## src/rtl/sr_cmd_conditioner_if.sv

```systemverilog
// Command bus between the raw request source and the SR command conditioner.
// master drives the raw requests; slave (the conditioner) returns clean pulses and levels.
interface sr_cmd_conditioner_if;
    logic set_in;
    logic clr_in;
    logic s;
    logic r;
    logic set_level;
    logic clr_level;
    logic conflict;

    modport master (output set_in, clr_in,
                    input  s, r, set_level, clr_level, conflict);
    modport slave  (input  set_in, clr_in,
                    output s, r, set_level, clr_level, conflict);
endinterface

```

## src/rtl/sr_cmd_conditioner.sv

```systemverilog
// Synchronizes and debounces raw set/clear requests, then turns accepted rises
// into single-cycle s/r pulses that can never be high together.
module sr_cmd_chan #(
    parameter int SYNC_STAGES  = 2,
    parameter int DEBOUNCE_CNT = 4,
    parameter int CNT_W        = 8
) (
    input  logic clk,
    input  logic res,
    input  logic raw_i,
    output logic level_o,
    output logic rise_o
);
    localparam logic [CNT_W-1:0] CNT_MAX = CNT_W'(DEBOUNCE_CNT - 1);

    logic [SYNC_STAGES-1:0] sync_q;
    logic [CNT_W-1:0]       cnt_q, cnt_d;
    logic                   level_q, level_d;
    logic                   level_dly_q;
    logic                   differ;

    assign differ = sync_q[SYNC_STAGES-1] != level_q;

    // Any sample matching the current level restarts the count.
    always_comb begin
        level_d = level_q;
        cnt_d   = '0;
        if (differ) begin
            if (cnt_q == CNT_MAX) begin
                level_d = ~level_q;
            end else begin
                cnt_d = cnt_q + 1'b1;
            end
        end
    end

    always_ff @(posedge clk or negedge res) begin
        if (!res) begin
            sync_q      <= '0;
            cnt_q       <= '0;
            level_q     <= 1'b0;
            level_dly_q <= 1'b0;
        end else begin
            sync_q      <= {sync_q[SYNC_STAGES-2:0], raw_i};
            cnt_q       <= cnt_d;
            level_q     <= level_d;
            level_dly_q <= level_q;
        end
    end

    assign level_o = level_q;
    assign rise_o  = level_q & ~level_dly_q;
endmodule

module sr_cmd_conditioner #(
    parameter int SYNC_STAGES  = 2,
    parameter int DEBOUNCE_CNT = 4,
    parameter int CNT_W        = 8
) (
    input  logic                 clk,
    input  logic                 res,
    sr_cmd_conditioner_if.slave  bus
);
    logic [1:0] raw;
    logic [1:0] lvl;
    logic [1:0] rise;
    logic       s_q, s_d;
    logic       r_q, r_d;
    logic       cf_q, cf_d;

    // Channel 0 is set, channel 1 is clear.
    assign raw = {bus.clr_in, bus.set_in};

    for (genvar g = 0; g < 2; g++) begin : g_ch
        sr_cmd_chan #(
            .SYNC_STAGES (SYNC_STAGES),
            .DEBOUNCE_CNT(DEBOUNCE_CNT),
            .CNT_W       (CNT_W)
        ) u_ch (
            .clk    (clk),
            .res    (res),
            .raw_i  (raw[g]),
            .level_o(lvl[g]),
            .rise_o (rise[g])
        );
    end

    // Coincident rises are reported as a conflict instead of an illegal s=r=1.
    always_comb begin
        s_d  = rise[0] & ~rise[1];
        r_d  = rise[1] & ~rise[0];
        cf_d = rise[0] &  rise[1];
    end

    always_ff @(posedge clk or negedge res) begin
        if (!res) begin
            s_q  <= 1'b0;
            r_q  <= 1'b0;
            cf_q <= 1'b0;
        end else begin
            s_q  <= s_d;
            r_q  <= r_d;
            cf_q <= cf_d;
        end
    end

    assign bus.s         = s_q;
    assign bus.r         = r_q;
    assign bus.conflict  = cf_q;
    assign bus.set_level = lvl[0];
    assign bus.clr_level = lvl[1];
endmodule

```

## src/flat_wrapper.sv

```systemverilog
// flat-port wrapper written by rule: the top's interface ports become plain ports
module sr_cmd_conditioner_flat 
#(
    parameter int SYNC_STAGES  = 2,
    parameter int DEBOUNCE_CNT = 4,
    parameter int CNT_W        = 8
)
  (clk, res, bus_set_in, bus_clr_in, bus_s, bus_r, bus_set_level, bus_clr_level, bus_conflict);
  sr_cmd_conditioner_if bus_i ();
  input  logic clk;
  input  logic res;
  input wire logic [$bits(bus_i.set_in)-1:0] bus_set_in;
  input wire logic [$bits(bus_i.clr_in)-1:0] bus_clr_in;
  output wire logic [$bits(bus_i.s)-1:0] bus_s;
  output wire logic [$bits(bus_i.r)-1:0] bus_r;
  output wire logic [$bits(bus_i.set_level)-1:0] bus_set_level;
  output wire logic [$bits(bus_i.clr_level)-1:0] bus_clr_level;
  output wire logic [$bits(bus_i.conflict)-1:0] bus_conflict;
  assign bus_i.set_in = bus_set_in;
  assign bus_i.clr_in = bus_clr_in;
  assign bus_s = bus_i.s;
  assign bus_r = bus_i.r;
  assign bus_set_level = bus_i.set_level;
  assign bus_clr_level = bus_i.clr_level;
  assign bus_conflict = bus_i.conflict;
  sr_cmd_conditioner #(.SYNC_STAGES(SYNC_STAGES), .DEBOUNCE_CNT(DEBOUNCE_CNT), .CNT_W(CNT_W)) u_core (.clk(clk), .res(res), .bus(bus_i));
endmodule
```

## config.mk

```make
export PLATFORM = sky130hd
export DESIGN_NAME = sr_cmd_conditioner_flat
export DESIGN_NICKNAME = d
export VERILOG_FILES = /design/src/rtl/sr_cmd_conditioner_if.sv /design/src/rtl/sr_cmd_conditioner.sv /design/src/flat_wrapper.sv
export SDC_FILE = /design/constraint.sdc
export NUM_CORES = 1
export LEC_CHECK = 0
export CAP_MARGIN = 20
export CELL_PAD_IN_SITES_DETAIL_PLACEMENT = 1
export CELL_PAD_IN_SITES_GLOBAL_PLACEMENT = 1
export CORE_MARGIN = 4
export CORE_UTILIZATION = 35
export CTS_BUF_LIST = sky130_fd_sc_hd__clkbuf_16
export CTS_CLUSTER_SIZE = 8
export DETAILED_ROUTE_END_ITERATION = 10
export PLACE_DENSITY_LB_ADDON = 0.25
export SYNTH_ARGS = -nofsm -noshare
export SYNTH_HDL_FRONTEND = slang
export SYNTH_SLANG_ARGS = --single-unit
```

## constraint.sdc

```tcl
create_clock -name clk -period 1.8 [get_ports clk]
set_input_delay 0.27 -clock clk [delete_from_list [all_inputs] [get_ports clk]]
set_output_delay 0.27 -clock clk [all_outputs]
set_load 0.1 [all_outputs]
```

# == Word-level counts from Yosys, hierarchy flattened ==
# Cells that the tools add are included.
# op_classes
addsub,2
n_eq_ne,4
muxes,4
n_bitwise,11
reduce_logical,2
# ops
op,count
$mux 8,4
$add 8x1->8 const B,2
$eq 8x2->1 const B,2
$not 1->1,6
$and 1x1->1,5
$reduce_and 2->1,2
$ne 1x1->1,2
# word_totals
ff_bits,27
inputBits,4
output_inout_bits,5
elab_cells,34

# == Depth between registers and ports, before layout ==
# logic_depth
ltp_word,4
mapped_depth,4
ltp_nobuf,4

# == Modules after synthesis ==
# Synthesis repeated with hierarchy kept, for this count alone.
# unflattened
cells_unflattened,98
hier_area_um2,1146.1
# modules_own_cells
mod,n_inst,cells_per_inst,area_per_inst_um2,seq_area_each_um2
sr_cmd_chan,2,46,524.3,300.3
sr_cmd_conditioner,1,6,97.6,75.1

# == Worst setup path after synthesis ==
# OpenSTA, ideal clock, no wires.
# synth_timing
path_kind,flip-flop to flip-flop
from,reg u_core.g_ch[1].u_ch.level_q
to,reg u_core.g_ch[1].u_ch.cnt_q[5]
setup_ps,78
t_arrival_ps,1499
t_required_ps,1722
path_slack_ps,223
path_stages_with_launch,4
n_path_buf,0
synth_period_minus_slack_ps,1577
path_cell_list,dfrtp_1 -> xnor2_1 -> a21o_1 -> a21oi_1
# synth_between
elab_chain_cells,2
# synth_lines
element,line_no,source
"start, declared",sr_cmd_conditioner.sv:18,"logic level_q, level_d;"
"start signal, assigned",sr_cmd_conditioner.sv:46,level_q <= level_d;
$ne 1x1->1,sr_cmd_conditioner.sv:22,assign differ = sync_q[SYNC_STAGES-1] != level_q;
$mux 8,sr_cmd_conditioner.sv:28,if (differ) begin
named net u_core.g_ch[1].u_ch.cnt_d[5],sr_cmd_conditioner.sv:17,"logic [CNT_W-1:0] cnt_q, cnt_d;"
"end signal, assigned",sr_cmd_conditioner.sv:45,cnt_q <= cnt_d;
"end, declared",sr_cmd_conditioner.sv:17,
# The timed path passes the listed nets, and every way through them passes these cells.
# A chain may end at the register's enable or synchronous reset.

# == Worst setup path in the final report ==
# layout_timing
from,reg u_core.g_ch[1].u_ch.cnt_q[0]
to,reg u_core.g_ch[1].u_ch.level_q
# layout_between
elab_chain_cells,2
# layout_lines
element,line_no,source
$eq 8x2->1,sr_cmd_conditioner.sv:29,if (cnt_q == CNT_MAX) begin
$reduce_and 2->1 (no line),n/a,
# Every way passes these cells.

==> run_results.csv <==
group,metric,value,unit
outcome,outcome,"completed",
global_routing,grt_overflow_total,0,
setup_path,crit_path_max_fanout,6,
sta,period_needed,1459,ps
run,drv_cap,0,
setup_path,cp-start-kind,"flip-flop",
synth,synth_top_family_by_area,"simple AND/OR/NAND/NOR gates",
clock_network,clock_sinks,27,
synth,postSynthCellCount,98,
clock_network,cts.path.max_buffers,2,
finish,syn2layout_area_growth,20.71,%
power_and_ir_drop,sw_frac_of_total,41.04,%
setup_path,critPathRequiredTime,1940,ps
clock_network,clk_latency,260,ps
clock_network,cts_resized,0,
drt,postRouteAntennaNets,0,
drt,vias,750,
sta,fin_skew,1.794,ps
die,die_area,4222,um^2
synth,yosys_warnings,0,
power_and_ir_drop,p_switching,895.2,uW
finish,diodes,0,
power_and_ir_drop,p_comb_share,37.7,%
die,die_width,64.98,um
sta,fin_tns_setup,0,ps
synth,yosysUniqueCellTypes,19,
synth,async_flop_share,100.0,%
clock_network,hold_buffers,0,
synth,synth_edf_count,0,
sta,setup_viol_count_final,0,
synth,synth_seq_area_share,59.47,%
setup_path,crit_path_end_kind,"flip-flop",
power_and_ir_drop,intPower,1.286,mW
sta,max_slew_margin,77.37,%
sta,hold_ws,350.7,ps
synth,synthMuxAreaShare,1.982,%
sta,fmax,0.6856,GHz
synth,synthAdderAreaFrac,4.405,%
synth,syn_nets,106,
die,std_cell_rows,20,
global_routing,grt.total_usage,11.93,%
drt,routed_wl,2088,um
global_routing,grt_pass1_vias,877,
power_and_ir_drop,vdd_drop_max,691.3,uV
clock_network,cts-root-buf,"clkbuf_16",
clock_network,cts_buffers,3,
synth,yosys.area_share.simple,19.71,%
synth,synth_common_cells,"dfrtp_1 (27), nor2_1 (11), nand3_1 (8), o21ai_0 (6), or3_1 (6)",
clock_network,clk_pin_slew,60,ps
synth,synth_compound_area_share,6.938,%
synth,avgSynthCellArea,11.59,um^2
synth,yosys_most_used_dff,"dfrtp_1",
setup_path,crit_type,"reg2reg",
die,ios,9,
place,dpl.hpwl,1626,um
synth,synth_area,1136,um^2
drt,wl_per_cell,13.47,um
clock_network,postCtsSetupRepairBufs,0,
place,place_congestion,0.7635,
global_routing,grt_max_degree,28,
clock_network,htree_levels,1,
sta,tightest_slew,339.4,ps
min_path,hold_class,"reg2reg",
die,core_area,3078,um^2
drt,routed_via_density,4.839,
power_and_ir_drop,p_clk_share,22.5,%
setup_path,max_stage_delay,440,ps
sta,hold_viol_final,0,
drt,first_iter_violations,6,
sta,post-route-period-util,81.04,%
power_and_ir_drop,p_leak,0.6121,nW
synth,synth_xor_area_share,6.167,%
finish,drive_gt1_share,13.51,%
synth,synth_top_area_share,59.47,%
power_and_ir_drop,power_density,1591,nW/um^2
synth,synth-seq-cells,27,
power_and_ir_drop,p_seq_share,39.8,%
finish,fillerInstances,348,
global_routing,grt_pass1_wl,3815,um
sta,rsz0062_at_grt,"no",
setup_path,worstPathArrival,1600,ps
die,die_h,64.98,um
synth,synth.largest_area_cell,"dfrtp_1",
place,io_buffers,8,
clock_network,cts_tree,"yes",
drt,drt_drc_violations_left,0,
synth,synth_area_leaders,"dfrtp_1 (59%), ha_1 (4.4%), nor2_1 (3.6%)",
finish,final_nets,120,
die,start_util,36.91,%
drt,firstDrtPassIters,3,
setup_path,crit_chain,"ha_1, nor4b_2, nand2_1, mux2_1",
setup_path,cp_slowest_cell,"dfrtp_1",
setup_path,r2r_setup_slack,340,ps
synth,synth.most_common_cell,"dfrtp_1",
sta,slew_viol_final,0,
global_routing,antenna_found_initial,0,
==> cell usage in the layout, fill, tap and decap left out <==
master / instances
dfrtp_1: 27
nor2_1: 11
nand3_1: 8
o21ai_0: 6
or3_1: 6
a21oi_1: 5
inv_1: 4
xnor2_1: 4
nand2_1: 4
xor2_1: 4
ha_1: 4
buf_4: 4
clkbuf_16: 3
clkdlybuf4s50_1: 3
nand4_2: 2
nor4b_2: 2
nor3_1: 2
a21o_1: 2
nand2b_1: 2
nor2b_1: 2
mux2_1: 2
buf_12: 2
a21oi_2: 1
clkinv_2: 1
==> worst paths after layout <==
kind,startpoint,cells past startpoint,end
max in group asynchronous,res,2,u_core.g_ch[0].u_ch.cnt_q[6]$_DFF_PN0_
min in group asynchronous,res,2,u_core.g_ch[0].u_ch.level_dly_q$_DFF_PN0_
hold reg to reg,u_core.g_ch[0].u_ch.sync_q[0]$_DFF_PN0_,0,u_core.g_ch[0].u_ch.sync_q[1]$_DFF_PN0_
hold / removal,u_core.g_ch[0].u_ch.sync_q[0]$_DFF_PN0_,0,u_core.g_ch[0].u_ch.sync_q[1]$_DFF_PN0_
setup / recovery,u_core.g_ch[1].u_ch.cnt_q[0]$_DFF_PN0_,4,u_core.g_ch[1].u_ch.level_o$_DFFE_PN0P_
setup reg to reg,u_core.g_ch[1].u_ch.cnt_q[0]$_DFF_PN0_,4,u_core.g_ch[1].u_ch.level_o$_DFFE_PN0P_
==> power by group through the flow <==
| stage | Clock [mW] | Combinational (mW) | Sequential (mW) |
|---|---|---|---|
| 5_1_grt | 0.546 | 0.878 | 0.895 |
| 3_3_place_gp | 0 | 0.821 | 0.869 |
| 2_1_floorplan | 0 | 0.246 | 1.20 |
| 4_1_cts | 0.513 | 0.839 | 0.873 |
| 3_5_place_dp | 0 | 0.837 | 0.885 |
| 6_report | 0.492 | 0.822 | 0.868 |
==> metal layers <==
metal / global-route usage, % / vias to the layer above / share of wire, %
li1: - / 362 / -
met1: 10.84 / 378 / 38
met3: 3.120 / 4 / 2.1
met5: 0 / - / 0
met2: 24.65 / 6 / 59
met4: 3.958 / 0 / 0.91
==> area by class of cell <==
cell class                 instances  area (um^2)  share of cell area, %
clock buffer                       3        75.07                  5.474
inverter                           4        15.01                  1.095
clock inverter                     1        5.005                 0.3650
sequential                        27        675.6                  49.27
timing repair buffer               9        100.1                  7.299
multi-input combinational         67        445.4                  32.48
tap                               44        55.05                  4.015
==> cells by family after synthesis <==
family / count (synthesis)
buffers and inverters: 4
adder cells (fa/ha/maj): 4
flip-flops: 27
AO/OA/AOI/OAI: 14
XOR/XNOR: 8
AND/OR/NAND/NOR: 39
multiplexers: 2
==> flip-flops by register name (all words and copies together) (netlist names) <==
name,cells
u_core.bus.conflict,1
u_core.g_ch.u_ch.sync_q,4
u_core.bus.s,1
u_core.g_ch.u_ch.level_dly_q,2
u_core.bus.r,1
u_core.g_ch.u_ch.cnt_q,16
u_core.g_ch.u_ch.level_o,2
==> critical path: cells and delay by family, from the launching register on <==
kind                     cells  cell delay [ps]
flip-flops                   1              440
adder cells (fa/ha/maj)      1              200
multiplexers                 1              330
AND/OR/NAND/NOR              2              370
==> metrics by stage <==
step                      instances  power, mW  util [%]  instance area, um^2  worst slack (ps)
final                           155      2.181     44.55                 1371             341.3
after global routing            155      2.320     44.55                 1371             241.9
after CTS                       155      2.225     44.55                 1371             325.4
after detailed placement        151      1.721     41.95                 1291             347.7
after global placement          151      1.690     41.95                 1291             456.2
after floorplan                  98      1.446         -                 1136             223.3
Power figures use the tool's default switching activity.
